$ cat config.mk
export PLATFORM = sky130hd
export DESIGN_NAME = uart8_receiver
export DESIGN_NICKNAME = d
export VERILOG_FILES = /design/src/rtl/uart8_receiver.sv
export SDC_FILE = /design/constraint.sdc
export NUM_CORES = 1
export LEC_CHECK = 0
export CAP_MARGIN = 25
export CORE_MARGIN = 2
export CORE_UTILIZATION = 45
export CTS_CLUSTER_SIZE = 28
export DETAILED_ROUTE_END_ITERATION = 8
export MAX_ROUTING_LAYER = met4
export SYNTH_ARGS = -nofsm -noshare
export SYNTH_HDL_FRONTEND = slang
export SYNTH_SLANG_ARGS = --single-unit
export TNS_END_PERCENT = 30
$ cat constraint.sdc
create_clock -name clk -period 3.31 [get_ports clk]
set_clock_uncertainty 0.2 [all_clocks]
set_input_delay 0.331 -clock clk [delete_from_list [all_inputs] [get_ports clk]]
set_output_delay 0.331 -clock clk [all_outputs]
set_load 0.05 [all_outputs]
$ cat src/rtl/uart8_receiver.sv
// 8N1 UART receiver: 2-flop synchronizer, oversampled bit-centre sampling,
// valid/ready output buffer with framing and overrun error pulses.
`timescale 1ns/1ps

module uart8_receiver #(
  parameter int CLOCK_RATE = 50000000,
  parameter int BAUD_RATE  = 9600,
  parameter int OVERSAMPLE = 16
) (
  input  logic       clk,
  input  logic       reset_n,
  input  logic       en,
  input  logic       in,
  output logic [7:0] out,
  output logic       valid,
  input  logic       ready,
  output logic       busy,
  output logic       err_frame,
  output logic       err_overrun
);

  localparam int DIV    = CLOCK_RATE / (BAUD_RATE * OVERSAMPLE);
  localparam int TICK_W = $clog2(DIV);
  localparam int SCNT_W = $clog2(OVERSAMPLE);

  localparam logic [TICK_W-1:0] TICK_LAST = TICK_W'(DIV - 1);
  localparam logic [SCNT_W-1:0] SCNT_MID  = SCNT_W'(OVERSAMPLE / 2 - 1);
  localparam logic [SCNT_W-1:0] SCNT_LAST = SCNT_W'(OVERSAMPLE - 1);

  typedef enum logic [1:0] {IDLE, START, DATA, STOP} state_t;

  logic              rx_m, rx_s;
  logic [TICK_W-1:0] tcnt;
  logic              tick;

  state_t            state, state_d;
  logic [SCNT_W-1:0] scnt, scnt_d;
  logic [2:0]        bit_idx, bit_idx_d;
  logic [7:0]        shreg, shreg_d;
  logic              rearm, rearm_d;
  logic              stop_done;

  // Synchronizer resets to the idle line level so reset release never looks like a start bit.
  always_ff @(posedge clk or negedge reset_n) begin
    if (!reset_n) begin
      rx_m <= 1'b1;
      rx_s <= 1'b1;
    end else begin
      // NOTE: non-blocking assignments make rx_s take the old rx_m, giving two real flop stages.
      rx_m <= in;
      rx_s <= rx_m;
    end
  end

  assign tick = en && (tcnt == TICK_LAST);

  always_ff @(posedge clk or negedge reset_n) begin
    if (!reset_n)  tcnt <= '0;
    else if (!en)  tcnt <= '0;
    else if (tick) tcnt <= '0;
    else           tcnt <= tcnt + 1'b1;
  end

  always_ff @(posedge clk or negedge reset_n) begin
    if (!reset_n) begin
      state   <= IDLE;
      scnt    <= '0;
      bit_idx <= '0;
      shreg   <= '0;
      rearm   <= 1'b0;
    end else begin
      state   <= state_d;
      scnt    <= scnt_d;
      bit_idx <= bit_idx_d;
      shreg   <= shreg_d;
      rearm   <= rearm_d;
    end
  end

  always_comb begin
    // NOTE: every output of this block is defaulted first so no path can infer a latch.
    state_d   = state;
    scnt_d    = scnt;
    bit_idx_d = bit_idx;
    shreg_d   = shreg;
    rearm_d   = rearm;
    stop_done = 1'b0;

    if (!en) begin
      state_d   = IDLE;
      scnt_d    = '0;
      bit_idx_d = '0;
    end else if (tick) begin
      case (state)
        IDLE: begin
          // After a framing error, wait for the line to return high before hunting again.
          if (rearm) begin
            if (rx_s) rearm_d = 1'b0;
          end else if (!rx_s) begin
            state_d = START;
            scnt_d  = '0;
          end
        end
        START: begin
          if (scnt == SCNT_MID) begin
            scnt_d    = '0;
            bit_idx_d = '0;
            state_d   = rx_s ? IDLE : DATA;
          end else begin
            scnt_d = scnt + 1'b1;
          end
        end
        DATA: begin
          if (scnt == SCNT_LAST) begin
            shreg_d[bit_idx] = rx_s;
            scnt_d           = '0;
            bit_idx_d        = bit_idx + 3'd1;
            if (bit_idx == 3'd7) state_d = STOP;
          end else begin
            scnt_d = scnt + 1'b1;
          end
        end
        STOP: begin
          if (scnt == SCNT_LAST) begin
            stop_done = 1'b1;
            scnt_d    = '0;
            state_d   = IDLE;
            if (!rx_s) rearm_d = 1'b1;
          end else begin
            scnt_d = scnt + 1'b1;
          end
        end
        default: state_d = IDLE;
      endcase
    end
  end

  logic deliver, frame_bad, accept;
  assign deliver   = stop_done && rx_s;
  assign frame_bad = stop_done && !rx_s;
  assign accept    = valid && ready;

  // A delivery that coincides with acceptance refills the buffer instead of overrunning.
  always_ff @(posedge clk or negedge reset_n) begin
    if (!reset_n) begin
      out         <= 8'h00;
      valid       <= 1'b0;
      err_frame   <= 1'b0;
      err_overrun <= 1'b0;
    end else begin
      err_frame   <= frame_bad;
      err_overrun <= 1'b0;
      if (deliver) begin
        if (!valid || ready) begin
          out   <= shreg;
          valid <= 1'b1;
        end else begin
          err_overrun <= 1'b1;
        end
      end else if (accept) begin
        valid <= 1'b0;
      end
    end
  end

  assign busy = (state != IDLE);

endmodule
* Yosys cells after proc, flatten, opt, wreduce, memory -nomap -nowiden *
Index checks and enable logic that the tools add are counted.

word-level totals
  flip-flop bits (word level) = 40
  word-level logic and storage cells = 96

operators by class
  $add $sub $neg = 3
  mux-type cells = 41
  equality and inequality tests = 18
  reductions and logical operators = 20
  magnitude comparators = 2

operators with widths
  cell                 number
  $mux 4               6
  $mux 2               9
  $mux 9               2
  $ne 3x3->1 const B   6
  $mux 1               14
  $mux 3               4
  $pmux 4 s3           1
  $add 9x1->9 const B  1
  $eq 9x9->1 const B   1
  $bwmux 8             1
  $pmux 2 s4           1
  $reduce_and 4->1     2
  $reduce_and 7->1     1
  $pmux 3 s2           1
  $reduce_bool 2->1    3
  $logic_and 1x1->1    5
  $reduce_and 5->1     1
  $add 4x1->4 const B  1
  $eq 2x2->1 const B   2
  $eq 4x3->1 const B   1
  $eq 4x4->1 const B   1
  $lt 3x4->1 const B   1
  $ne 2x1->1 const B   2
  $ne 2x2->1 const B   2
  13 further kinds     15

* Logic depth before layout (Yosys ltp) *
  word-level depth = 8
  gate-level depth with buffers = 7

* Worst setup path after synthesis *
Ideal clock, no wire load.

  path kind = reg-to-reg
  from = register tcnt[0]
  to = register out[0]
  arrival = 1726 ps
  cell stages (with the launch flop) = 7
  setup time = 125 ps
  period minus slack after synthesis = 2050 ps
  buffers on the path = 0
  path slack = 1260 ps
  cell sequence = dfrtp_1 > inv_1 > ha_1 > and4bb_2 > nand4_4 > nor3b_4 > mux2_2

between the ends
  longest elaborated chain between the ends = 6

RTL lines
  item                        RTL line  text
  from (decl)                 33        logic [TICK_W-1:0] tcnt;
  from (signal assigned)      61        else tcnt <= tcnt + 1'b1;
  $eq 9x9->1                  55        assign tick = en && (tcnt == TICK_LAST);
  $logic_and 1x1->1           55
  $mux 1                      93        end else if (tick) begin
  $mux 1                      89        if (!en) begin
  $logic_and 1x1->1           139       assign deliver = stop_done && rx_s;
  $reduce_and 2->1 (no line)  -
  to (signal assigned)        155       out <= shreg;
  to (decl)                   14        output logic [7:0] out,

No other way between the ends.
A chain may end at the register's enable or synchronous reset.

* Worst setup path after layout *
  from = register state[1]
  to = output port busy

between the ends
  longest elaborated chain between the ends = 1

RTL lines
  item                    RTL line  text
  from (decl)             36        state_t state, state_d;
  from (signal assigned)  72        state <= state_d;
  $reduce_bool 2->1       166       assign busy = (state != IDLE);
  to (decl)               17        output logic busy,

No other way between the ends.

==> impl_metrics.csv <==
group,metric,value,unit
clock_network,clkLatencyLatePin,0.29,ns
clock_network,cts_buffer_depth,2,
routing,drc_errors,0,
sta,setup_viol,0,
clock_network,clkSlewWorstSetupHoldPaths,0.07,ns
clock_network,root_buffer,"clkbuf_8",
sta,worst_slew_pin_slew,0.860,ns
power,ir_worst_vdd,0.182,mV
grt,grt_use_met2,25.7,%
routing,dr.pass1.iters,4,
finish,area_growth,13.6,%
sta,tns,0,ns
grt,grt_use_met3,4.76,%
status,status,"finished, final reports clean",
routing,drtIter0Drc,74,
grt,busiest_layer,"met2",
finish,layout_common_cells,"38 x dfrtp_1, 16 x mux2_2, 15 x clkdlybuf4s50_1",
clock_network,h-tree-depth,2,
finish,fin_util,54.4,%
power,intPower,0.651,mW
critical_path,cp_slowest_stage_delay,0.81,ns
critical_path,crit_slowest_cell,"clkdlybuf4s50_1",
sta,drv_slew,0,
yosys,synth.distinct_cells,41,
clock_network,cts_sinks,40,
critical_path,path_cells,"or2_2 -> clkdlybuf4s50_1",
grt,grt_pass1_vias,1364,
die,rows,23,
yosys,synth_nets,183,
power,p_sw,0.188,mW
die,core,4090,um^2
clock_network,cts_buffers,5,
grt,grt_pass1_wl,6490,um
place,hpwl,2390,um
die,fp.dieW,69.9,um
grt,grt_max_degree,41,
critical_path,cp-start-kind,"flop",
die,pin_count,17,
finish,num_antenna_cells,0,
sta,rsz0062_at_grt,"false",
sta,timing.fmax,0.402,GHz
sta,finalCritPeriodShare,75.1,%
yosys,syn_area,1960,um^2
place,portBuffers,16,
critical_path,end_kind,"output port",
critical_path,worstSetupPathType,"reg2out",
finish,drive_above_1_share,18.5,%
power,combPwrFrac,3.3,%
power,clkPwrFrac,37.1,%
clock_network,cts_tree,"built",
grt,grt_antenna_before_repair,0,
critical_path,rrSetupSlack,1.02,ns
power,power.density,378,nW/um^2
yosys,ys_warn_count,0,
routing,routed_via_density,5.52,
finish,nets,198,
place,place_congestion,0.750,
routing,vias,1319,
power,pwr-share-seq,59.6,%
critical_path,crit_end,"busy",
sta,relSlewSlack,42.6,%
power,switching_share,22.4,%
routing,routedWlPerCell,14.9,um
critical_path,r2r_cells,6,
finish,final_common_cell,"dfrtp_1",
power,p_leak,1.02,nW
grt,met1_usage,23.0,%
critical_path,startpoint,"state[1]$_DFFE_PN0P_",
grt,grt_use_total,17.2,%
yosys,synthCells,173,
grt,grt-ovfl-total,0,
yosys,synth_seq_area_share,51.3,%
yosys,syn_area_per_cell,11.3,um^2
critical_path,r2r-start,"tcnt[0]$_DFF_PN0_",
critical_path,worstReg2RegEnd,"out[2]$_DFFE_PN0P_",
routing,postRouteWirelength,3570,um
critical_path,required,2.78,ns
routing,ant_nets,0,
hold_path,hold_path.class,"reg2reg",
die,chipHeight,69.9,um
critical_path,cp_max_fo,13,
sta,period_needed,2.49,ns
critical_path,arrival,1.95,ns
die,dieArea,4890,um^2
sta,hold_viol_final,0,
die,initial_core_util,47.9,%
job,maxCapViolCount,0,
yosys,synth-seq-cells,40,
==> routing by layer <==
metal  share of wire, %  vias up
met5                  0        -
met4                1.3        0
met3                4.1        6
met2                 45       28
met1                 50      646
li1                   -      639
==> state kept, by name, indices dropped and copies added (netlist names) <==
name and flops:
rearm 1, tcnt 9, out 8, rx_m 1
err_overrun 1, bit_idx 3, valid 1, state 2
scnt 4, rx_s 1, shreg 8, err_frame 1
==> stage by stage <==
step	setup slack, ns	hold WS (ns)	power, mW	area (um^2)	instances
global route	0.746	0.165	0.877	2220	239
floorplan	1.26	-0.165	0.519	1960	173
CTS	0.831	0.158	0.853	2220	239
detailed placement	0.749	0.147	0.538	2130	230
global placement	0.811	0.149	0.537	2130	230
finish	0.824	0.157	0.839	2220	239
==> timing repair <==
action | 4_1_cts | 5_1_grt
endpoints found under the hold margin | 38 | 0
hold buffers | 1 | 0
setup buffers | 0 | 0
resized for setup | 0 | 0
==> final cells by class <==
type / count / area [um^2]
well taps: 50 / 62.6
flip-flops and latches: 40 / 1000
fillers: 356 / 1860
multi-input cells: 119 / 891
inverters: 5 / 18.8
clock inverters: 1 / 5.00
clock buffers: 7 / 76.3
repair buffers: 17 / 165
==> kinds of logic (layout without fill, tap and decap cells) <==
group | after synthesis | count (layout) | share of synthesized area, %
xor gates and xnor gates | 8 | 8 | 3.58
DFF | 40 | 40 | 51.3
muxes | 17 | 17 | 9.78
AOI/OAI and AO/OA | 15 | 15 | 5.88
and+or+nand+nor | 74 | 74 | 23.1
adders and majority gates | 5 | 5 | 3.20
buffers and inverters | 14 | 30 | 3.20
==> cell usage after synthesis <==
master     count  share of area, %
a211o_1        1              0.45
nor3b_4        1              0.96
and4b_1        1              0.51
a31oi_1        1              0.32
ha_1           5               3.2
and4bb_4       1              0.83
nor3b_1        4               1.5
dfstp_2        2               2.7
xor2_1         6               2.7
nand3b_1       3               1.2
o2111ai_2      1              0.77
or2_2          3              0.96
and4bb_2       2               1.3
and2_1         2              0.64
and4_1         2              0.90
xnor2_1        2              0.90
and3b_1        1              0.45
or4_1          1              0.38
clkbuf_1       5              0.96
nor4_1         3              0.96
mux2_1         1              0.58
o21a_1         1              0.38
buf_4          2              0.77
buf_2          2              0.51
nand3_1        8               2.0
a21boi_1       1              0.38
nand4_1        5               1.6
a21o_1         2              0.77
o221a_2        1              0.58
mux2_2        16               9.2
nand4_4        1               1.1
nor3_1         2              0.51
o311a_1        1              0.51
o21ai_0        5               1.3
nand2_1       14               2.7
dfrtp_1       38                49
inv_1          5              0.96
and3_1         5               1.6
nor2_1        14               2.7
nand2b_1       1              0.32
a2111oi_0      1              0.45
==> worst max-delay path: cells and delay by family (launching register included) <==
kind | cells | cell delay (ns)
buffers and inverters | 1 | 0.81
DFF | 1 | 0.63
and+or+nand+nor | 1 | 0.23
==> power groups by stage <==
stage               clock, mW  sequential (mW)  combinational [mW]
finish                  0.311            0.501              0.0275
global route            0.343            0.501              0.0328
CTS                     0.323            0.500              0.0291
detailed placement          0            0.510              0.0281
global placement            0            0.510              0.0270
floorplan                   0            0.507              0.0121
==> how the worst min path moves through the flow <==
stage | from | end | slack [ns] | cells after the start
global placement | rx_m$_DFF_PN1_ | rx_s$_DFF_PN1_ | 0.15 | 0
global route | rx_m$_DFF_PN1_ | rx_s$_DFF_PN1_ | 0.17 | 0
floorplan | reset_n | bit_idx[0]$_DFFE_PN0P_ | -0.16 | 0
finish | rx_m$_DFF_PN1_ | rx_s$_DFF_PN1_ | 0.16 | 0
CTS | rx_m$_DFF_PN1_ | rx_s$_DFF_PN1_ | 0.16 | 0
detailed placement | rx_m$_DFF_PN1_ | rx_s$_DFF_PN1_ | 0.15 | 0
Power figures use the tool's default switching activity.
